[config.mk]
export PLATFORM = sky130hd
export DESIGN_NAME = sma_arbiter
export DESIGN_NICKNAME = d
export VERILOG_FILES = /design/src/rtl/sma_arbiter.sv
export SDC_FILE = /design/constraint.sdc
export NUM_CORES = 1
export LEC_CHECK = 0
export ABC_AREA = 1
export CAP_MARGIN = 20
export CORE_AREA = 3 3 238 240
export DETAILED_ROUTE_END_ITERATION = 6
export DIE_AREA = 0 0 241 243
export SLEW_MARGIN = 25
export SYNTH_ARGS = -nofsm -noshare
export SYNTH_HDL_FRONTEND = slang
export SYNTH_SLANG_ARGS = --single-unit
[constraint.sdc]
create_clock -name clk -period 2 [get_ports clk]
set_input_delay 0.4 -clock clk [delete_from_list [all_inputs] [get_ports clk]]
set_output_delay 0.4 -clock clk [all_outputs]
set_load 0.005 [all_outputs]
[src/rtl/sma_arbiter.sv]
// Two-requester round-robin front end for a single shared SMA bounds-check engine.
// One request in flight at a time: IDLE accepts, EVAL samples the engine, RESP holds the result.
module sma_arbiter #(
  parameter int WORD_WIDTH = 64,
  parameter int CNT_WIDTH  = 16
) (
  input  logic                  clk,
  input  logic                  rst_n,

  input  logic                  req0_valid,
  output logic                  req0_ready,
  input  logic [2:0]            req0_access_type,
  input  logic [WORD_WIDTH-1:0] req0_pointer,
  input  logic [WORD_WIDTH-1:0] req0_increment,
  output logic                  resp0_valid,
  input  logic                  resp0_ready,
  output logic [WORD_WIDTH-1:0] resp0_address,
  output logic                  resp0_overflow,
  output logic                  resp0_underflow,

  input  logic                  req1_valid,
  output logic                  req1_ready,
  input  logic [2:0]            req1_access_type,
  input  logic [WORD_WIDTH-1:0] req1_pointer,
  input  logic [WORD_WIDTH-1:0] req1_increment,
  output logic                  resp1_valid,
  input  logic                  resp1_ready,
  output logic [WORD_WIDTH-1:0] resp1_address,
  output logic                  resp1_overflow,
  output logic                  resp1_underflow,

  output logic [2:0]            eng_access_type,
  output logic [WORD_WIDTH-1:0] eng_tagged_pointer,
  output logic [WORD_WIDTH-1:0] eng_increment,
  input  logic [WORD_WIDTH-1:0] eng_address,
  input  logic                  eng_overflow,
  input  logic                  eng_underflow,

  output logic [CNT_WIDTH-1:0]  fault_count
);

  typedef enum logic [1:0] {IDLE, EVAL, RESP} state_t;

  state_t state, next_state;

  logic                  last_grant;
  logic                  grant_id;
  logic                  sel;
  logic                  accept;
  logic                  resp_fire;
  logic [2:0]            op_access_type;
  logic [WORD_WIDTH-1:0] op_pointer;
  logic [WORD_WIDTH-1:0] op_increment;
  logic [WORD_WIDTH-1:0] res_address;
  logic                  res_overflow;
  logic                  res_underflow;

  always_ff @(posedge clk or negedge rst_n) begin
    if (!rst_n) state <= IDLE;
    else        state <= next_state;
  end

  // sel picks the requester that did not win last time when both are asking.
  always_comb begin
    next_state  = state;
    req0_ready  = 1'b0;
    req1_ready  = 1'b0;
    resp0_valid = 1'b0;
    resp1_valid = 1'b0;
    accept      = 1'b0;
    resp_fire   = 1'b0;
    sel         = (req0_valid && req1_valid) ? ~last_grant : req1_valid;
    case (state)
      IDLE: begin
        req0_ready = req0_valid && !sel;
        req1_ready = req1_valid && sel;
        if (req0_valid || req1_valid) begin
          accept     = 1'b1;
          next_state = EVAL;
        end
      end
      EVAL: next_state = RESP;
      RESP: begin
        resp0_valid = !grant_id;
        resp1_valid = grant_id;
        resp_fire   = grant_id ? resp1_ready : resp0_ready;
        if (resp_fire) next_state = IDLE;
      end
      default: next_state = IDLE;
    endcase
  end

  always_ff @(posedge clk or negedge rst_n) begin
    if (!rst_n) begin
      last_grant     <= 1'b1;
      grant_id       <= 1'b0;
      op_access_type <= '0;
      op_pointer     <= '0;
      op_increment   <= '0;
      res_address    <= '0;
      res_overflow   <= 1'b0;
      res_underflow  <= 1'b0;
      fault_count    <= '0;
    end else begin
      if (accept) begin
        grant_id       <= sel;
        last_grant     <= sel;
        op_access_type <= sel ? req1_access_type : req0_access_type;
        op_pointer     <= sel ? req1_pointer     : req0_pointer;
        op_increment   <= sel ? req1_increment   : req0_increment;
      end
      if (state == EVAL) begin
        res_address   <= eng_address;
        res_overflow  <= eng_overflow;
        res_underflow <= eng_underflow;
        if ((eng_overflow || eng_underflow) && (fault_count != {CNT_WIDTH{1'b1}}))
          fault_count <= fault_count + CNT_WIDTH'(1);
      end
    end
  end

  // Engine operands come only from registers so the engine never sees raw request inputs.
  assign eng_access_type    = op_access_type;
  assign eng_tagged_pointer = op_pointer;
  assign eng_increment      = op_increment;

  assign resp0_address   = resp0_valid ? res_address : '0;
  assign resp0_overflow  = resp0_valid && res_overflow;
  assign resp0_underflow = resp0_valid && res_underflow;
  assign resp1_address   = resp1_valid ? res_address : '0;
  assign resp1_overflow  = resp1_valid && res_overflow;
  assign resp1_underflow = resp1_valid && res_underflow;

endmodule

=== After elaboration in Yosys (flattened, before gate mapping) ===
Index checks and enable logic that the tools add are counted.

* Register bits: 217
* Bits of input ports: 334
* Output and inout port bits: 283
* Logic and storage cells: 48

* Add/sub/neg operators: 1
* Equal/unequal tests: 5
* Multiplexer cells: 16
* Bitwise logic cells: 1
* Reduce and logical (&&, ||, !) cells: 15

{| class="wikitable"
|+ Operator list
! kind !! count
|-
| 64-bit two-way mux || 4
|-
| 16-bit by 1-bit adder with 16-bit output (second input constant) || 1
|-
| 16-bit != test (second input constant) || 1
|-
| 1-bit logical AND || 8
|-
| 1-bit two-way mux || 8
|-
| 2-bit one-hot mux with 3 select lines || 1
|-
| 2-bit two-way mux || 2
|-
| 2-bit != test (second input constant) || 2
|-
| 2-bit AND reduction || 2
|-
| 3-bit two-way mux || 1
|-
| 2-bit by 1-bit == test with 1-bit output (second input constant) || 1
|-
| 2-bit == test (second input constant) || 1
|-
| 1-bit zero test || 2
|-
| 2-bit zero test || 1
|-
| 1-bit logical OR || 2
|-
| 1-bit inverter || 1
|}

=== Longest topological paths before layout ===
Gate-level depths: netlist (run 1).

* Depth after elaboration: 5
* Mapped depth: 10
* Mapped depth without buffers: 10

=== Least setup slack after synthesis (run 1) ===
No wires, ideal clock.

* Kind: reg2out
* Start point: register state[0]
* End point: output port resp1_address[23]
* Data arrival time: 1,152 ps
* Data required time: 1,600 ps
* Setup slack: 448 ps
* Stages on the path, launching flop included: 8
* Path buffers: 2
* Cell sequence: dfrtp_1 inv_2 nand2_1 nor2_1 inv_1 buf_2 buf_2 nor2_1

* Longest elaborated chain between the ends: 3

{| class="wikitable"
|+ Ends and longest elaborated chain
! element !! line !! text
|-
| start: declaration || 44 || <nowiki>state_t state, next_state;</nowiki>
|-
| start signal: assignment || 60 || <nowiki>else state <= next_state;</nowiki>
|-
| 2-bit == test || 73 || <nowiki>case (state)</nowiki>
|-
| 1-bit two-way mux || 73 ||
|-
| via resp1_valid || 26 || <nowiki>output logic resp1_valid,</nowiki>
|-
| 64-bit two-way mux || 130 || <nowiki>assign resp1_address = resp1_valid ? res_address : '0;</nowiki>
|-
| end: declaration || 28 || <nowiki>output logic [WORD_WIDTH-1:0] resp1_address,</nowiki>
|}

The timed path passes the listed nets, and every way through them passes these cells.

=== Worst setup path after layout (run 1) ===
* Start point: register grant_id
* End point: output port resp0_address[62]

* Longest elaborated chain between the ends: 3

{| class="wikitable"
|+ Ends and longest elaborated chain
! element !! line !! text
|-
| start: declaration || 47 || <nowiki>logic grant_id;</nowiki>
|-
| start signal: assignment || 106 || <nowiki>grant_id <= sel;</nowiki>
|-
| 1-bit zero test || 84 || <nowiki>resp0_valid = !grant_id;</nowiki>
|-
| 1-bit two-way mux || 73 ||
|-
| 64-bit two-way mux || 127 || <nowiki>assign resp0_address = resp0_valid ? res_address : '0;</nowiki>
|-
| end: declaration || 17 || <nowiki>output logic [WORD_WIDTH-1:0] resp0_address,</nowiki>
|}

No other way between the ends.

==> results of run 1 <==
## critical path: cells and delay by family (launching register included)
kind / cells / cell delay, ns
buffers and inverters: 5 / 0.71
flip-flops: 1 / 0.41
AND/OR/NAND/NOR: 2 / 0.22
## per-layer routing
metal  track usage  part of all wire  vias up
met3        0.0402             0.087       61
li1              -                 -     5504
met2         0.263              0.51      465
met4        0.0492             0.028        0
met5             0                 0        -
met1         0.156              0.38     5368
## power groups by stage
| stage | Sequential (mW) | Clock [mW] | Combinational, mW |
|---|---|---|---|
| 2_1_floorplan | 7.55 | 0 | 4.77 |
| 3_3_place_gp | 7.54 | 0 | 11.6 |
| 3_5_place_dp | 7.62 | 0 | 11.8 |
| 4_1_cts | 7.59 | 5.02 | 12.6 |
| 5_1_grt | 7.83 | 5.18 | 14.1 |
| 6_report | 7.57 | 4.82 | 12.8 |
## layout make-up
cell class,instances,share of cell area
timing repair buffer,729,0.368
sequential,217,0.288
tap,704,0.0466
antenna,2,0.000265
timing repair inverter,1,0.000596
clock inverter,5,0.00530
inverter,91,0.0187
multi-input combinational,912,0.233
clock buffer,42,0.0403
## cell usage after synthesis (2+ instances only)
cell type and instances:
inv_1 88, nand3_1 8, clkbuf_1 21, nor2_2 2
o21ai_0 70, buf_6 2, nor2_1 280, nand4_1 8
dfrtp_1 216, nand2_1 396, buf_4 13, inv_2 3
nand2_2 2, xnor2_1 6, buf_2 50, a31oi_1 131
## per-stage QoR
| step | worst slack (ns) | setup TNS, ns | std cells | util |
|---|---|---|---|---|
| 2_1_floorplan | 0.448 | 0 | 1306 | - |
| 3_3_place_gp | -0.515 | -28.58 | 2622 | 0.321 |
| 3_5_place_dp | -0.472 | -33.23 | 2622 | 0.321 |
| 4_1_cts | -0.311 | -30.31 | 2695 | 0.342 |
| 5_1_grt | -0.360 | -34.11 | 2702 | 0.344 |
| 6_report | -0.283 | -20.59 | 2703 | 0.344 |
## cell families (layout without fill, tap and decap cells)
family / after synthesis / after routing
and+or+nand+nor: 699 / 699
adders and majority gates: 1 / 1
buffers and inverters: 177 / 868
DFF: 217 / 217
xor gates and xnor gates: 7 / 7
other: 0 / 2
AOI/OAI and AO/OA: 205 / 205
## what timing repair did
item | CTS | global route
gates cloned | 8 | 0
gates resized for setup | 615 | 98
hold endpoints to repair | 50 | 0
endpoints found under the setup margin | 140 | 140
setup buffers | 19 | 6
hold buffers | 1 | 0
pin swaps | 14 | 7
## how the worst max path moves through the flow
stage                          start                end  slack (ns)  cells after the start
after floorplan             state[0]  resp1_address[23]        0.45                      7
after global placement    req0_valid         req0_ready       -0.52                      5
after detailed placement  req0_valid         req0_ready       -0.47                      5
after CTS                   state[0]   resp0_address[0]       -0.31                      9
after global routing        grant_id  resp0_address[35]       -0.36                      8
final                       grant_id  resp0_address[62]       -0.28                      7
## state kept, by name, summed over array words and instances (netlist names)
name,flops
eng_increment,64
eng_tagged_pointer,64
res_address,64
fault_count,16
eng_access_type,3
state,2
grant_id,1
last_grant,1
res_overflow,1
res_underflow,1
==> impl_results.md, run 1 <==
* Grt ovf at 0
* XOR/XNOR share of the synthesized area at 0.00602
* Final nets at 2313
* R2r setup slk at 0.24 ns
* WP data arrival at 1.88 ns
* Switching power at 9.28 mW
* PD cells at 1340 nW/um^2
* Synth Area in Adders at 0.00123
* Synth async-reset ratio at 1.00
* DRT antenna net count at 0
* Post-synth EDFFs at 0
* Skew-Pair Late Insertion Delay at 0.53 ns
* Final Setup Violations at 134
* Leading cell type in the layout, fill and taps excluded: clkdlybuf4s50_1
* CP peak stage delay at 0.41 ns
* Crit path time final at 2.28 ns
* Synth area leaders: dfrtp_1, nand2_1, nor2_1
* FP Rows at 86
* Die footprint at 58600 sq um
* Synth Area in Compound Gates at 0.119
* FF+latch area at 5440 sq um
* CP cell instances: buf_6, nor2_4, inv_4, buf_8, buf_16, nor2_2, clkdlybuf4s15_2
* Sequential Power Share at 0.300
* Post-Syn Area at 10200 sq um
* Synth-to-Final Area Change at 85.6%
* Initial antenna violation count at 2
* Worst setup SP type: flip-flop
* Synth Area in Simple Gates at 0.263
* Worst Skew at 0.00952 ns
* Rel. slew slack at 0.630
* Most frequent cells in the layout: clkdlybuf4s50_1, nand2_1, dfrtp_1, nor2_1, a31oi_1
* R2R cell count at 9
* Hold depth at 3
* Post-Syn Nets at 1641
* Main combinational cell family by area after synthesis: simple AND/OR/NAND/NOR gates
* Cell Area, Placed at 17600 sq um
* Fillers at 5691
* DR iter-0 viols at 507
* Outcome: finished, violations left
* Maxcap violations at 0
* Yosys Warn Count at 0
* Slowest CP cell: dfrtp_1
* Die Wd at 241 um
* Core area at 54900 sq um
* Kind of critical path: reg2out
* Fin. Hold Viols at 0
* RR Startpoint: state[1]
* Routed WL at 44.3 mm
* CTS tree: yes
* Clk pwr share at 0.191
* # port buffers at 616
* Via density at 4.22
* CTS HTree Levels at 1
* Sequential share of the synthesized area at 0.533
* Syn avg cell area at 7.80 sq um
* Mux cell area share after synthesis at 0
* Least-Margin Pin Slew at 0.555 ns
* Cell count after synthesis at 1306
* Worst-path fanout max at 11
* Reg clk slew, reported paths at 0.06 ns
* RR Endpoint: eng_access_type[1]
* Number of unique standard cell types used by synthesis at 26
* LEAKAGE at 8.27 nW
* Total power at 25.2 mW
* Fmax at 438 MHz
* Initial core utilization at 0.186
* Worst vdd rail ir drop at 0.545 mV
* HPWL after DPL at 33.2 mm
* CTS sink cnt at 217
* Final period util at 1.14
* Worst Slack Setup Final at -0.283 ns
* Worst hold start: req0_increment[30]
* Worst Setup End Kind: primary output
* Top-area cell type share of the netlist area at 0.531
* Hold Slack at 0.421 ns
* GRT Total Usage at 0.143
* Failing checks: setup timing
* Hold Path Class: in2reg
* Routed vias at 11.4k
* Hold path endpoint: eng_increment[30]
* Max-slew violation count at 0
* CTS Root Cell: clkbuf_16
* Share of layout cells above drive strength 1 at 0.198
* Clock buffer count from CTS at 26
* Pint at 16.0 mW
* Number of global-route vias before repair at 11.6k
* Largest net degree at the start of global routing at 134
* RSZ-0062 raised after global routing: yes
* Sw Share at 0.368
* Final Wtd Congestion at 0.848
* Synth Flop Type: dfrtp_1
* # DRC at 0
* DIE HEIGHT at 243 um
* Combinational power share at 0.509
* Largest area contributor in the netlist: dfrtp_1
* Wire per inst at 16.4 um
* Clock buffer depth at 3
* Final instance area at 18900 sq um
* CP required at 1.60 ns
* Wire length of the first global-routing pass at 66.2 mm
* IO Count at 617
* Synthesized flop and latch total at 217
* Multi-input logic area at 4400 sq um
* TritonRoute pass-1 iters at 5
No activity file was read; power rests on OpenSTA's default activity.
==> inputs of run 2 (changes only) <==
--- a/config.mk
+++ b/config.mk
@@ -10,6 +10,7 @@
 export CORE_AREA = 3 3 238 240
 export DETAILED_ROUTE_END_ITERATION = 6
 export DIE_AREA = 0 0 241 243
+export SKIP_LAST_GASP = 1
 export SLEW_MARGIN = 25
 export SYNTH_ARGS = -nofsm -noshare
 export SYNTH_HDL_FRONTEND = slang
==> run 2 against run 1 <==
The flow still finishes with violations (setup timing). Global-route usage hardly changed. Clock skew is essentially flat. Clock-buffer cell count unchanged. Sequential share of layout area fell by 0.057 points. Maximum frequency about the same. Worst hold slack about the same. Worst setup slack worse by 0.0018 ns. Die area stayed put. Combinational power is essentially flat. Final cell count stayed put. Critical path depth did not move. Critical endpoint is now resp0_address[20]. Non-clock buffer count did not move.
==> impl_results.md, run 2 (synthesis gave the netlist of run 1 again) <==
* Outcome: finished, violations left (unchanged)
* Failing checks: setup timing (unchanged)
* Least-Margin Pin Slew at 0.558 ns (was 0.555 ns)
* Fillers at 5677 (was 5691)
* IO Count at 617 (unchanged)
* Final period util at 1.14 (about the same)
* Fin. Hold Viols at 0 (unchanged)
* Setup WS pre-CTS at -0.472 ns (unchanged)
* Met3 wire length at 3.84 mm (was 3.85 mm)
* RSZ-0062 raised after global routing: yes (unchanged)
* CTS tree: yes (unchanged)
* Leading cell type in the layout, fill and taps excluded: clkdlybuf4s50_1 (unchanged)
* CTS Root Cell: clkbuf_16 (unchanged)
* Crit path time final at 2.29 ns (was 2.28 ns)
* RR Endpoint: eng_access_type[1] (unchanged)
* Worst setup SP type: flip-flop (unchanged)
* Wire length of the first global-routing pass at 66.3 mm (was 66.2 mm)
* Grt ovf at 0 (unchanged)
* Worst vdd rail ir drop at 0.545 mV (about the same)
* DIE HEIGHT at 243 um (unchanged)
* Final Wtd Congestion at 0.848 (unchanged)
* Multi-input logic area at 4270 sq um (was 4400 sq um)
* Core area at 54900 sq um (unchanged)
* Worst Setup End Kind: primary output (unchanged)
* Hold depth at 3 (unchanged)
* Wire per inst at 16.3 um (was 16.4 um)
* Die footprint at 58600 sq um (unchanged)
* M1 WL at 16.7 mm (about the same)
* Routed vias at 11.4k (about the same)
* Share of layout cells above drive strength 1 at 0.188 (was 0.198)
* Rel. slew slack at 0.628 (was 0.630)
* Clock buffer depth at 3 (unchanged)
* Cells after DPL at 2622 (unchanged)
* Total power at 25.1 mW (was 25.2 mW)
* Hold path endpoint: eng_increment[30] (unchanged)
* Reg clk slew, reported paths at 0.06 ns (about the same)
* Final nets at 2313 (unchanged)
* # port buffers at 616 (unchanged)
* DRT antenna net count at 0 (unchanged)
* Count of non-filler cells in the finished layout at 2703 (unchanged)
* Die Wd at 241 um (unchanged)
* WP data arrival at 1.89 ns (was 1.88 ns)
* Kind of critical path: reg2out (unchanged)
* Routed WL at 44.1 mm (was 44.3 mm)
* R2r setup slk at 0.23 ns (was 0.24 ns)
* DR iter-0 viols at 469 (was 507)
* Skew-Pair Late Insertion Delay at 0.53 ns (about the same)
* CTS HTree Levels at 1 (unchanged)
* Max-slew violation count at 0 (unchanged)
* CTS sink cnt at 217 (unchanged)
* Most frequent cells in the layout: clkdlybuf4s50_1, nand2_1, nor2_1, dfrtp_1, a31oi_1 (was clkdlybuf4s50_1, nand2_1, dfrtp_1, nor2_1, a31oi_1)
* Worst Skew at 0.00933 ns (was 0.00952 ns)
* Final Setup Violations at 132 (was 134)
* # DRC at 0 (unchanged)
* Met2 wire len at 22.2 mm (was 22.5 mm)
* Hold Path Class: in2reg (unchanged)
* Clock buffer count from CTS at 26 (unchanged)
* Number of global-route vias before repair at 11.6k (about the same)
* RR Startpoint: state[1] (unchanged)
* HPWL after DPL at 33.2 mm (unchanged)
* PD cells at 1320 nW/um^2 (was 1340 nW/um^2)
* Worst Slack Setup Final at -0.285 ns (was -0.283 ns)
* Fmax at 438 MHz (about the same)
* Largest net degree at the start of global routing at 134 (unchanged)
* LEAKAGE at 8.21 nW (was 8.27 nW)
* TritonRoute pass-1 iters at 5 (unchanged)
* FP Rows at 86 (unchanged)
* Via density at 4.21 (was 4.22)
* Highest metal used: met4 (unchanged)
* Final core occ at 0.345 (was 0.344)
* FF+latch area at 5440 sq um (unchanged)
* Synth-to-Final Area Change at 86.0% (was 85.6%)
* Initial antenna violation count at 2 (unchanged)
* GRT Total Usage at 0.143 (about the same)
* Maxcap violations at 0 (unchanged)
* CP required at 1.60 ns (about the same)
* R2R cell count at 9 (unchanged)
* Worst-path fanout max at 11 (unchanged)
* Worst hold start: req0_increment[30] (unchanged)
* Initial core utilization at 0.186 (unchanged)
[run 2: how the worst max path moves through the flow]
stage	endpoint	slack (ns)	start
floorplan	resp1_address[23]	0.45	state[0]
global placement	req0_ready	-0.52	req0_valid
detailed placement	req0_ready	-0.47	req0_valid
CTS	resp0_address[20]	-0.31	state[0]
global route	resp0_address[0]	-0.37	grant_id
finish	resp0_address[20]	-0.29	grant_id
[run 2: where the power goes]
group          leakage, nW  internal, mW  switching, mW
clock                0.419          2.97           1.85
combinational         5.26          6.50           6.20
sequential            2.53          6.51           1.06
total                 8.21          16.0           9.11
[run 2: repair_timing]
action / CTS / global route
endpoints found under the setup margin: 140 / 140
hold buffers: 1 / 0
resized for setup: 574 / 62
buffers inserted: 19 / 6
cloned: 8 / 0
pin swaps: 14 / 4
hold endpoints to repair: 50 / 0
[run 2: worst max-delay path, cell delays in order (launching register included)]
cell and delay (ns):
dfrtp_1 0.40, buf_6 0.13, nor2_4 0.12, inv_4 0.07, buf_12 0.16, buf_12 0.15, nor2_1 0.10, clkdlybuf4s15_2 0.21
[run 2: through the flow]
step	area (sq um)	hold slack [ns]	TNS, ns
2_1_floorplan	10200	0.104	0
3_3_place_gp	17600	0.411	-28.58
3_5_place_dp	17600	0.412	-33.23
4_1_cts	18800	0.378	-32.64
5_1_grt	18900	0.411	-37.34
6_report	18900	0.421	-23.33
[run 2: area by class of cell]
cell class | instances | share of cell area
repair buffers | 729 | 0.376
flip-flops and latches | 217 | 0.287
multi-input cells | 912 | 0.225
well taps | 704 | 0.0465
clock buffers | 42 | 0.0402
inverters | 91 | 0.0187
clock inverters | 5 | 0.00529
repair inverters | 1 | 0.000595
diodes | 2 | 0.000264
[run 2: routing by layer]
layer / up-vias / global-route usage
met1: 5338 / 0.156
met5: - / 0
met3: 68 / 0.0401
li1: 5505 / -
met4: 0 / 0.0494
met2: 456 / 0.264
